==> config.mk <==
export PLATFORM = sky130hd
export DESIGN_NAME = ad7352_rx
export DESIGN_NICKNAME = d
export VERILOG_FILES = /design/src/rtl/ad7352_rx.sv
export SDC_FILE = /design/constraint.sdc
export NUM_CORES = 1
export LEC_CHECK = 0
export BUFFER_PORTS_ARGS = -buffer_cell sky130_fd_sc_hd__buf_2
export CORE_MARGIN = 3
export CORE_UTILIZATION = 30
export CTS_CLUSTER_DIAMETER = 200
export DETAILED_ROUTE_END_ITERATION = 6
export REMOVE_ABC_BUFFERS = 1
export SLEW_MARGIN = 5
export SYNTH_ARGS = -nofsm -noshare
export SYNTH_HDL_FRONTEND = slang
export SYNTH_SLANG_ARGS = --single-unit
==> constraint.sdc <==
create_clock -name clk -period 4 [get_ports clk]
set_input_delay 0.6 -clock clk [delete_from_list [all_inputs] [get_ports clk]]
set_output_delay 0.6 -clock clk [all_outputs]
set_load 0.01 [all_outputs]
==> src/rtl/ad7352_rx.sv <==
// ad7352_rx: AD7352 dual-ADC serial receiver (4 lanes, 12-bit, back-to-back frames)
// Define ADC_TRIP_EN to add the iout overcurrent trip with trip_clr; otherwise trip is tied low.
module ad7352_rx #(
  parameter int          CS_HIGH    = 2,
  parameter logic [11:0] TRIP_LEVEL = 12'd2560
) (
  input  logic        clk,
  input  logic        reset,
  input  logic        enable,
  output logic        ad_cs,
  input  logic [1:0]  ad_sdata_a,
  input  logic [1:0]  ad_sdata_b,
  output logic [11:0] vcap,
  output logic [11:0] vout,
  output logic [11:0] icap,
  output logic [11:0] iout,
  output logic        sample_valid,
`ifdef ADC_TRIP_EN
  input  logic        trip_clr,
`endif
  output logic        trip
);
  typedef enum logic {IDLE, CONV} state_t;
  localparam logic [3:0] CS_N = 4'(CS_HIGH);
  state_t            state_q, state_d;
  logic [3:0]        cnt_q, cnt_d;
  logic              cs_q, pend_q, pend_d, valid_q, shift_en;
  logic [3:0]        lane;
  logic [3:0][11:0]  sh_q, out_q;
  // lane order: 3=vcap, 2=icap, 1=vout, 0=iout
  assign lane     = {ad_sdata_b, ad_sdata_a};
  assign shift_en = (state_q == CONV) && (cnt_q != 4'd0);
  always_comb begin
    state_d = state_q;
    cnt_d   = cnt_q;
    pend_d  = 1'b0;
    if (state_q == IDLE) begin
      if (cnt_q >= CS_N && enable) begin
        state_d = CONV;
        cnt_d   = 4'd0;
      end else begin
        cnt_d = (cnt_q == 4'hf) ? cnt_q : cnt_q + 4'd1;
      end
    end else if (cnt_q == 4'd12) begin
      state_d = IDLE;
      cnt_d   = 4'd0;
      pend_d  = 1'b1;
    end else begin
      cnt_d = cnt_q + 4'd1;
    end
  end
  always_ff @(posedge clk or posedge reset) begin
    if (reset) begin
      state_q <= IDLE;
      cnt_q   <= 4'd0;
      cs_q    <= 1'b1;
      pend_q  <= 1'b0;
      valid_q <= 1'b0;
      sh_q    <= '0;
      out_q   <= '0;
    end else begin
      state_q <= state_d;
      cnt_q   <= cnt_d;
      cs_q    <= (state_d == IDLE);
      pend_q  <= pend_d;
      valid_q <= pend_q;
      if (pend_q) out_q <= sh_q;
      if (shift_en)
        for (int i = 0; i < 4; i++) sh_q[i] <= {sh_q[i][10:0], lane[i]};
    end
  end
  assign ad_cs        = cs_q;
  assign sample_valid = valid_q;
  assign vcap         = out_q[3];
  assign icap         = out_q[2];
  assign vout         = out_q[1];
  assign iout         = out_q[0];
`ifdef ADC_TRIP_EN
  logic trip_q, trip_d;
  // a new trip condition outranks a simultaneous clear
  always_comb trip_d = (pend_q && sh_q[0] > TRIP_LEVEL) ? 1'b1 : trip_clr ? 1'b0 : trip_q;
  always_ff @(posedge clk or posedge reset) begin
    if (reset) trip_q <= 1'b0;
    else trip_q <= trip_d;
  end
  assign trip = trip_q;
`else
  assign trip = 1'b0;
`endif
endmodule

=== After elaboration in Yosys (flattened, before gate mapping) ===
Cells that the tools add are included.

* Input port bits: 7
* Output and inout bits: 51
* Logic and storage cells: 31
* Flip-flop bits (word level): 104

* Order comparisons: 1
* Eq/ne operators: 3
* Bitwise gates (word level): 1
* Mux-type cells: 9
* Reduce and logical (&&, ||, !) cells: 3
* Add/sub/neg operators: 1

{| class="wikitable"
|+ Operators by type and width
! cell !! count
|-
| 4-bit two-way mux || 4
|-
| 4-bit equality test (second input constant) || 2
|-
| 1-bit two-way mux || 5
|-
| 4-bit by 1-bit adder with 4-bit output (second input constant) || 1
|-
| 4-bit by 2-bit greater-or-equal comparator with 1-bit output (second input constant) || 1
|-
| 4-bit nonzero test || 1
|-
| 3-bit != test (second input constant) || 1
|-
| 1-bit logical AND || 2
|-
| 1-bit inverter || 1
|}

=== Logic depth before layout (Yosys ltp) ===
Gate-level depths: netlist of run 1.

* Depth after elaboration: 5
* Gate-level depth with buffers: 7

=== Least setup slack after synthesis of run 1 ===
No wires, ideal clock.

* Kind: flip-flop to flip-flop
* From: register cnt_q[0]
* To: register sh_q[24] (netlist bit)
* Data arrival time: 1.509 ns
* Setup slack: 2.366 ns
* Clock period less this slack: 1.634 ns
* Cell stages (with the launch flop): 8
* Cell sequence: dfrtp_1 inv_1 ha_1 inv_1 o31ai_4 buf_6 buf_12 mux2_4

* Longest elaborated chain between the ends: 2

{| class="wikitable"
|+ RTL lines
! element !! line !! text
|-
| from (decl) || 26 || <nowiki>logic [3:0] cnt_q, cnt_d;</nowiki>
|-
| from (signal assigned) || 63 || <nowiki>cnt_q <= cnt_d;</nowiki>
|-
| 4-bit nonzero test || 32 || <nowiki>assign shift_en = (state_q == CONV) && (cnt_q != 4'd0);</nowiki>
|-
| 1-bit logical AND || 32 ||
|-
| to (signal assigned) || 59 || <nowiki>sh_q <= '0;</nowiki>
|-
| to (decl) || 29 || <nowiki>logic [3:0][11:0] sh_q, out_q;</nowiki>
|}

Every way passes these cells.
A chain may end at the register's enable or synchronous reset.

=== Worst setup path in the final report of run 1 ===
* From: register cnt_q[1]
* To: register sh_q[2] (netlist bit)

Same word-level chain as after synthesis.

==> results of run 1 <==
-- cell type report --
type                            instances  area share
Multi-Input combinational cell        120       0.279
Inverter                                5     0.00442
Clock buffer                           13      0.0519
Tap cell                              172      0.0447
Sequential cell                       104       0.541
Timing Repair Buffer                   59      0.0655
Clock inverter                          3      0.0135
-- how the worst max path moves through the flow --
stage | endpoint | depth (start not counted)
finish | sh_q[2]$_DFFE_PP0P_ | 6
global route | sh_q[16]$_DFFE_PP0P_ | 6
global placement | sh_q[13]$_DFFE_PP0P_ | 6
floorplan | cnt_q[0]$_DFFE_PP0P_ | 1
detailed placement | sh_q[13]$_DFFE_PP0P_ | 6
CTS | sh_q[13]$_DFFE_PP0P_ | 6
-- state kept, by name, indices dropped and copies added, names as in the netlist --
| register | count |
|---|---|
| pend_q | 1 |
| iout | 12 |
| vcap | 12 |
| state_q | 1 |
| sample_valid | 1 |
| cnt_q | 4 |
| vout | 12 |
| icap | 12 |
| ad_cs | 1 |
| sh_q | 48 |
-- layer usage --
layer  vias to the layer above  share of wire  global-route usage
met5                         -              0                   0
met2                        48           0.46               0.152
met4                         0          0.020              0.0469
li1                        967              -                   -
met3                        10          0.062              0.0438
met1                      1080           0.46               0.123
-- power breakdown --
| group | total [mW] | switching [mW] | internal [mW] |
|---|---|---|---|
| clock | 0.925 | 0.360 | 0.565 |
| sequential | 1.97 | 0.372 | 1.59 |
| combinational | 1.58 | 0.608 | 0.975 |
-- per-stage QoR --
step / area, µm² / instances
CTS: 4820 / 476
global placement: 4500 / 460
global route: 4820 / 476
floorplan: 3970 / 229
detailed placement: 4500 / 460
finish: 4820 / 476
-- logic make-up (layout without fill, tap and decap cells) --
logic type                 Yosys count  after routing  synth area share
DFF                                104            104             0.640
muxes                               97             97             0.287
buffers and inverters               16             80            0.0289
AOI/OAI and AO/OA                    9              9            0.0169
and+or+nand+nor                      8              8            0.0126
adders and majority gates            3              3           0.00923
xor gates and xnor gates             2              2           0.00431
other                                1              1          0.000922
-- placed cells by master, fill, tap and decap left out --
cell	synthesis	layout
dfrtp_2	0	1
nand3_1	2	2
clkbuf_1	0	3
buf_2	5	56
xor2_1	1	1
o211ai_1	1	1
bufinv_16	0	2
buf_4	3	2
and4bb_2	1	1
mux2_4	20	20
mux2_2	76	76
ha_1	3	3
mux2i_1	1	1
inv_1	5	4
o31ai_4	1	1
nand2_1	1	1
clkinv_2	0	1
dfrtp_1	103	102
nand4_1	1	1
dfstp_2	1	1
o21ai_0	5	5
conb_1	1	1
inv_4	0	1
nand2b_1	1	1
xnor2_1	1	1
clkbuf_8	0	1
nor4_1	1	1
o21a_1	1	1
a21o_1	1	1
nor2b_1	1	1
buf_12	2	1
clkbuf_16	0	9
==> summary.md, run 1 <==
| Metric | Value |
|---|---|
| Slowest library cell on the worst path | `o31ai_4` |
| Area of the multi-input gates | `1350 µm²` |
| Register area | `2610 µm²` |
| Share of cells above drive strength 1 | `0.569` |
| Final count of negative-setup-slack endpoints | `0` |
| Highest fanout seen on the critical path | `37` |
| Layout Utilization | `0.373` |
| Die Y | `122 µm` |
| Syn_area_per_cell | `16.9 µm²` |
| Slew HR | `0.244` |
| Clk_lat worst skew | `0.34 ns` |
| Initial antenna violation count | `0` |
| Slew @ Worst Pin | `1.13 ns` |
| Setup TNS | `0 ns` |
| CP Capture Type | `register` |
| Full die area | `15000 µm²` |
| Post-synthesis sequential area ratio | `0.640` |
| WP data arrival | `2.41 ns` |
| Synth unique cells | `26` |
| Cell leakage power | `2.21 nW` |
| Gate count of the mapped netlist | `240` |
| Reg2reg end | `sh_q[2]$_DFFE_PP0P_` |
| Top-Level Pins | `58` |
| Dominant synthesized flop cell | `dfrtp_1` |
| Final hold violation count | `0` |
| Kind of path behind the tightest hold check | `primary input to asynchronous set/reset pin` |
| Reg clk slew, reported paths | `0.06 ns` |
| H-Tree Depth | `3` |
| RSZ-0062 raised after global routing | `false` |
| Post-CTS setup repair buffer count | `0` |
| Pre-antenna DRT Iters | `4` |
| Largest net degree at the start of global routing | `50` |
| Outcome | `finished, final reports clean` |
| CP peak stage delay | `0.57 ns` |
| Critical Path, Cell by Cell | `inv_1 > ha_1 > inv_1 > o31ai_4 > buf_12 > mux2_2` |
| DRC | `0` |
| Antenna fix cells | `0` |
| Root buffer cell | `clkbuf_16` |
| R2r startpoint | `cnt_q[1]$_DFFE_PP0P_` |
| Post-synth EDFFs | `0` |
| Core area | `12900 µm²` |
| MaxCap Viol Count | `0` |
| Post-DP HPWL | `4340 µm` |
| Synthesized area | `4070 µm²` |
| Top cells by count, synth | `103 x dfrtp_1, 76 x mux2_2, 20 x mux2_4` |
| Die width | `122 µm` |
| Crit path kind | `register to register` |
| Clock Sinks | `104` |
| Most frequent CP cell | `inv_1` |
| Crit path launch | `cnt_q[1]$_DFFE_PP0P_` |
| Vias post-DR | `2105` |
| GRT Overall Usage | `0.100` |
| Critical Path RT | `4.23 ns` |
| Total Routed Length | `6650 µm` |
| Port bufs | `56` |
| Setup slack after placement | `1.79 ns` |
| Startpoint types | `register` |
| 1st-iter DRT viols | `87` |
| Fin Hold WS | `0.302 ns` |
| FF-to-FF path depth | `6` |
| Worst Clk Skew | `0.00385 ns` |
| PD cells | `929 nW/µm²` |
| Placer Congestion | `0.618` |
| Leading area contributor after synthesis | `dfrtp_1` |
| CTS tree | `yes` |
| Number of global-route vias before repair | `2276` |
| Clock tree buffer depth | `2` |
| Rows | `41` |
| Max IR drop VDD | `0.359 mV` |
| Seq cells post-synth | `104` |
| Setup ws final | `1.82 ns` |
| Flop-to-flop setup slack | `1.82 ns` |
| Via density | `4.42` |
| Layout Nets | `309` |
| Crit share post-route | `0.545` |
| Most frequent cell after synthesis | `dfrtp_1` |
| Fmax | `458 MHz` |
| Antenna-violating nets left | `0` |
| Synth warn | `0` |
| Worst path bufs/invs | `3` |
| Tot Pwr | `4.47 mW` |
| CTS Buf Count | `9` |
| Final slew viol count | `0` |
| Async S/R FF share, synth | `1.00` |
| WL/cell | `14.0 µm` |
| Synth area leaders | `dfrtp_1 63%, mux2_2 21%, mux2_4 7.4%` |
| CP top delay family | `compound AO/OA/AOI/OAI gates` |
| Hold_buf cts | `0` |
| Layout fillers | `1273` |
| Top cell type's share of synthesized area | `0.634` |
| Area Growth Syn to Fin | `18.5%` |
| Grt ovf | `0` |
| Final period demand of the worst path | `2.18 ns` |
| Resize count post-CTS | `0` |
| First-pass GRT wire length | `11500 µm` |
| Initial Util | `0.315` |
Power figures use the tool's default switching activity.
==> run 2: changes to the inputs <==
- clock period: 4 -> 2.25 ns (I/O delays scaled with it)
==> summary.md, run 2 (synthesis gave the netlist of run 1 again) <==
| Metric | Value |
|---|---|
| Outcome | `finished, final reports clean` |
| Placer Congestion | `0.615 (-0.36%)` |
| Placed cell area | `4540 µm² (+0.94%)` |
| Layout Nets | `314 (+1.6%)` |
| Cell leakage power | `2.22 nW (+0.46%)` |
| Largest net degree at the start of global routing | `44 (-12%)` |
| Register area | `2610 µm² (unchanged)` |
| Die Y | `122 µm (unchanged)` |
| Clk pwr share | `0.185 (-0.022)` |
| Final count of negative-setup-slack endpoints | `0 (unchanged)` |
| Commonest non-fill, non-tap cell in the layout | `dfrtp_1` |
| Area Growth Syn to Fin | `18.7%` |
| Final hold violation count | `0 (unchanged)` |
| Switch share | `0.305 (+0.00557)` |
| Die width | `122 µm (unchanged)` |
| Antenna fix cells | `0 (unchanged)` |
| Most frequent CP cell | `inv_1` |
| Reg2reg end | `sh_q[11]$_DFFE_PP0P_` |
| Internal | `5.39 mW (+72%)` |
| Vias post-DR | `2102 (-0.14%)` |
| Share of cells above drive strength 1 | `0.578 (+0.00884)` |
| Crit share post-route | `0.778 (+0.232)` |
| Clock tree buffer depth | `2 (unchanged)` |
| Inst Count DP | `464 (+0.87%)` |
| Critical Path, Cell by Cell | `inv_1 > ha_1 > inv_1 > o31ai_4 > buf_12 > mux2_2` |
| Setup ws final | `0.500 ns (-1.32 ns)` |
| Final period demand of the worst path | `1.75 ns (-0.432 ns)` |
| Resize count post-CTS | `0 (unchanged)` |
| Initial antenna violation count | `0 (unchanged)` |
| R2r startpoint | `cnt_q[0]$_DFFE_PP0P_` |
| Fin Hold WS | `0.226 ns (-0.0758 ns)` |
| DRC | `0 (unchanged)` |
| 1st-iter DRT viols | `95 (+9.2%)` |
| Flop-to-flop setup slack | `0.50 ns (-1.32 ns)` |
| Number of global-route vias before repair | `2210 (-2.9%)` |
| Final cell count without fillers | `480 (+0.84%)` |
| Kind of path behind the tightest hold check | `primary input to register` |
| Rows | `41 (unchanged)` |
| Slowest library cell on the worst path | `dfrtp_1` |
| Post-DP HPWL | `4500 µm (+3.7%)` |
| H-Tree Depth | `3 (unchanged)` |
| Crit path capture | `sh_q[11]$_DFFE_PP0P_` |
| Clock Sinks | `104 (unchanged)` |
| Antenna-violating nets left | `0 (unchanged)` |
| Top-Level Pins | `58 (unchanged)` |
| Layout Utilization | `0.374 (+0.000871)` |
| Via density | `4.38 (-0.97%)` |
| Most frequent cells in the layout | `102 x dfrtp_1, 76 x mux2_2, 56 x buf_2, 20 x mux2_4, 9 x clkbuf_16` |
| CP peak stage delay | `0.42 ns (-0.15 ns)` |
| Area of the multi-input gates | `1350 µm² (unchanged)` |
| Flop pwr share | `0.442 (+0.003)` |
| RSZ-0062 raised after global routing | `false` |
| CP Capture Type | `register` |
| Highest fanout seen on the critical path | `35 (-5.4%)` |
| Worst Clk Skew | `0.00649 ns (+0.00264 ns)` |
| Startpoint types | `register` |
| Critical Path RT | `2.47 ns (-1.76 ns)` |
| Total Routed Length | `6600 µm (-0.87%)` |
| Final slew viol count | `0 (unchanged)` |
| Max FFs per register | `48 (unchanged)` |
| Max IR drop VDD | `0.609 mV (+70%)` |
| Reg clk slew, reported paths | `0.07 ns (about the same)` |
| CTS Buf Count | `9 (unchanged)` |
| Pre-antenna DRT Iters | `4 (unchanged)` |
| Sw power | `2.37 mW (+77%)` |
| Crit path launch | `cnt_q[0]$_DFFE_PP0P_` |
| Hold_buf cts | `1 (+1)` |
| Crit path kind | `register to register` |
| Most flops, register | `sh_q` |
| Clk_lat worst skew | `0.34 ns (about the same)` |
| First-pass GRT wire length | `11200 µm (-2.6%)` |
| Root buffer cell | `clkbuf_16` |
| WL/cell | `13.7 µm (-1.7%)` |
| Fmax | `572 MHz (+25%)` |
| MaxCap Viol Count | `0 (unchanged)` |
| Worst path bufs/invs | `3 (unchanged)` |
| Setup slack after placement | `0.497 ns (-1.29 ns)` |
| WP data arrival | `1.97 ns (-0.44 ns)` |
| Full die area | `15000 µm² (unchanged)` |
| Combinational share of power | `0.372 (+0.018)` |
| Core area | `12900 µm² (unchanged)` |
| CTS tree | `yes` |
| Initial Util | `0.315 (unchanged)` |
| Finished layout cell area | `4830 µm² (+0.23%)` |
| CP top delay family | `buffers and inverters` |
| FF-to-FF path depth | `6 (unchanged)` |
| Stages on the worst setup path | `6 (unchanged)` |
| Tot Pwr | `7.76 mW (+74%)` |
| PD cells | `1610 nW/µm² (+73%)` |
| Port bufs | `56 (unchanged)` |
| Setup TNS | `0 ns (unchanged)` |
| GRT Overall Usage | `0.0972 (-0.00287)` |
| Post-CTS setup repair buffer count | `0 (unchanged)` |
| Layout fillers | `1275 (+0.16%)` |
| Grt ovf | `0 (unchanged)` |
==> run 2: worst min-delay path by stage <==
stage / startpoint / end / slack [ns] / depth (start not counted)
6_report: ad_sdata_b[1] / sh_q[36]$_DFFE_PP0P_ / 0.23 / 2
4_1_cts: ad_sdata_b[1] / sh_q[36]$_DFFE_PP0P_ / 0.21 / 2
5_1_grt: ad_sdata_b[1] / sh_q[36]$_DFFE_PP0P_ / 0.22 / 2
3_5_place_dp: reset / sample_valid$_DFF_PP0_ / 0.35 / 2
2_1_floorplan: sh_q[11]$_DFFE_PP0P_ / sh_q[11]$_DFFE_PP0P_ / 0.47 / 1
3_3_place_gp: reset / sample_valid$_DFF_PP0_ / 0.34 / 2
==> run 2: power groups by stage <==
stage / sequential (mW) / combinational, mW / clock (mW)
floorplan: 3.57 / 1.94 / 0
global placement: 3.46 / 2.88 / 0
detailed placement: 3.50 / 2.95 / 0
CTS: 3.46 / 2.96 / 1.50
global route: 3.59 / 3.15 / 1.59
finish: 3.43 / 2.89 / 1.44
==> run 2: routing by layer <==
metal	vias up	global-route usage	part of all wire
met5	-	0	0
met4	0	0.0483	0.022
met3	15	0.0346	0.062
met2	46	0.143	0.44
met1	1063	0.127	0.48
li1	978	-	-
==> run 2: area by class of cell <==
class,count,area share
flip-flops and latches,104,0.540
multi-input cells,120,0.279
repair buffers,64,0.0762
clock buffers,12,0.0531
well taps,172,0.0446
inverters,5,0.00441
clock inverters,3,0.00363
==> run 2: worst reg2reg max path: stages (launching register included) <==
cell and delay [ns]:
dfrtp_1 0.42, inv_1 0.10, ha_1 0.16, inv_1 0.06
o31ai_4 0.23, buf_12 0.28, mux2_2 0.38
==> run 3: changes to the inputs <==
- clock period: 2.25 -> 1.55 ns (I/O delays scaled with it)
==> summary.md, run 3 (synthesis gave the netlist of run 1 again) <==
| Metric | Value |
|---|---|
| Outcome | `finished, violations left` |
| Failing checks | `setup timing` |
| CTS Buf Count | `9 (unchanged)` |
| CP peak stage delay | `0.39 ns (-0.03 ns)` |
| Number of global-route vias before repair | `2272 (+2.8%)` |
| R2r startpoint | `cnt_q[1]$_DFFE_PP0P_` |
| Highest fanout seen on the critical path | `7 (-80%)` |
| FF-to-FF path depth | `7 (+1)` |
| Switch share | `0.306 (+0.000961)` |
| Final count of negative-setup-slack endpoints | `50 (+50)` |
| Most frequent CP cell | `inv_2` |
| 1st-iter DRT viols | `78 (-18%)` |
| PD cells | `2460 nW/µm² (+53%)` |
| Reg clk slew, reported paths | `0.06 ns (about the same)` |
| Antenna-violating nets left | `0 (unchanged)` |
| Max IR drop VDD | `0.979 mV (+61%)` |
| Worst Clk Skew | `0.00412 ns (-0.00237 ns)` |
| Clk_lat worst skew | `0.34 ns (about the same)` |
| Worst path bufs/invs | `4 (+1)` |
| WL/cell | `15.1 µm (+10%)` |
| Clock tree buffer depth | `2 (unchanged)` |
| Flop-to-flop setup slack | `-0.09 ns (-0.59 ns)` |
| Final slew viol count | `0 (unchanged)` |
| Layout fillers | `1212 (-4.9%)` |
| Final hold violation count | `0 (unchanged)` |
| WP data arrival | `1.87 ns (-0.10 ns)` |
| Rows | `41 (unchanged)` |
| Crit share post-route | `1.06 (+0.283)` |
| Grt ovf | `0 (unchanged)` |
| Hold depth | `2 (unchanged)` |
| Antenna fix cells | `0 (unchanged)` |
| Port bufs | `56 (unchanged)` |
| Reg2reg end | `sh_q[47]$_DFFE_PP0P_` |
| CP Capture Type | `register` |
| Kind of path behind the tightest hold check | `primary input to register` |
| RSZ-0062 raised after global routing | `true` |
| Fmax | `608 MHz (+6.4%)` |
| Root buffer cell | `clkbuf_16` |
| Die Y | `122 µm (unchanged)` |
| First-pass GRT wire length | `12100 µm (+8.1%)` |
| MaxCap Viol Count | `0 (unchanged)` |
| Clock Sinks | `104 (unchanged)` |
| CP top delay family | `buffers and inverters` |
| Vias post-DR | `2188 (+4.1%)` |
| Share of cells above drive strength 1 | `0.615 (+0.0372)` |
| Worst Hold Path EP | `sh_q[24]$_DFFE_PP0P_` |
| Internal | `8.96 mW (+66%)` |
| Max FFs per register | `48 (unchanged)` |
| Core area | `12900 µm² (unchanged)` |
| Flop pwr share | `0.387 (-0.055)` |
| Setup TNS | `-3.29 ns (-3.29 ns)` |
| Sw power | `3.95 mW (+67%)` |
| Largest net degree at the start of global routing | `55 (+25%)` |
| H-Tree Depth | `3 (unchanged)` |
| Initial Util | `0.315 (unchanged)` |
| Most frequent cells in the layout | `102 x dfrtp_1, 56 x buf_2, 48 x mux2_2, 48 x mux2_4, 11 x buf_4` |
| Via density | `4.36 (-0.47%)` |
| Area of the multi-input gates | `1500 µm² (+11%)` |
| Cell leakage power | `2.45 nW (+10%)` |
| GRT Overall Usage | `0.106 (+0.00872)` |
| Critical Path, Cell by Cell | `inv_2 > ha_4 > inv_2 > o31ai_4 > buf_6 > clkbuf_16 > mux2_4` |
| Most flops, register | `sh_q` |
| Commonest non-fill, non-tap cell in the layout | `dfrtp_1` |
| Clk pwr share | `0.159 (-0.026)` |
| Setup ws final | `-0.0935 ns (-0.594 ns)` |
| Register area | `2610 µm² (unchanged)` |
| Final period demand of the worst path | `1.64 ns (-0.106 ns)` |
| Pre-antenna DRT Iters | `3 (-1)` |
| Full die area | `15000 µm² (unchanged)` |
| Combinational share of power | `0.454 (+0.082)` |
| Placer Congestion | `0.636 (+3.3%)` |
| DRC | `0 (unchanged)` |
| CTS tree | `yes` |
| Die width | `122 µm (unchanged)` |
| Tot Pwr | `12.9 mW (+66%)` |
| Crit path kind | `register to register` |
| Top-Level Pins | `58 (unchanged)` |
| Post-DP HPWL | `4390 µm (-2.4%)` |
| Layout Nets | `335 (+6.7%)` |
| Total Routed Length | `7600 µm (+15%)` |
| Slowest library cell on the worst path | `dfrtp_1` |
| Hold Startpoint | `ad_sdata_b[0]` |
| Startpoint types | `register` |
| Area Growth Syn to Fin | `29.0%` |
| Critical Path RT | `1.78 ns (-0.69 ns)` |
| Initial antenna violation count | `0 (unchanged)` |
[run 3: metrics by stage]
step / utilization / std cells / instance area (µm²) / setup WS, ns / hold slack (ns)
final: 0.406 / 502 / 5250 / -0.0935 / 0.117
after floorplan: - / 229 / 3970 / -1.41 / 0.381
after global placement: 0.356 / 469 / 4610 / -0.109 / 0.319
after CTS: 0.396 / 498 / 5120 / -0.133 / 0.0963
after detailed placement: 0.356 / 469 / 4610 / -0.131 / 0.326
after global routing: 0.406 / 502 / 5250 / -0.157 / 0.104
[run 3: area by class of cell]
cell class,count,share of cell area
repair buffers,85,0.123
inverters,5,0.00405
clock buffers,16,0.0498
well taps,172,0.0410
flip-flops and latches,104,0.496
multi-input cells,120,0.285
[run 3: worst max path at each step]
stage | startpoint | end | slack [ns] | cells after the start
2_1_floorplan | reset | cnt_q[0]$_DFFE_PP0P_ | -1.41 | 1
3_3_place_gp | cnt_q[0]$_DFFE_PP0P_ | sh_q[47]$_DFFE_PP0P_ | -0.11 | 6
3_5_place_dp | cnt_q[0]$_DFFE_PP0P_ | sh_q[47]$_DFFE_PP0P_ | -0.13 | 6
4_1_cts | cnt_q[1]$_DFFE_PP0P_ | sh_q[39]$_DFFE_PP0P_ | -0.13 | 7
5_1_grt | cnt_q[1]$_DFFE_PP0P_ | sh_q[47]$_DFFE_PP0P_ | -0.16 | 7
6_report | cnt_q[1]$_DFFE_PP0P_ | sh_q[47]$_DFFE_PP0P_ | -0.09 | 7
[run 3: layer usage]
metal,track usage,share of wire,up-vias
li1,-,-,1014
met1,0.138,0.47,1111
met2,0.153,0.45,49
met3,0.0461,0.063,14
met4,0.0469,0.017,0
met5,0,0,-
[run 3: what timing repair did]
action / CTS / global route
gates resized for setup: 37 / 28
endpoints found under the setup margin: 50 / 52
pin swaps: 1 / 4
hold endpoints to repair: 103 / 0
cloned: 1 / 1
buffers inserted: 11 / 9
hold buffers: 1 / 0
[run 3: power by group through the flow]
stage	registers (mW)	clock network (mW)	logic, mW
2_1_floorplan	5.18	0	2.82
3_3_place_gp	4.98	0	4.37
3_5_place_dp	5.02	0	4.48
4_1_cts	5.00	2.14	5.38
5_1_grt	5.21	2.25	6.35
6_report	5.00	2.05	5.87
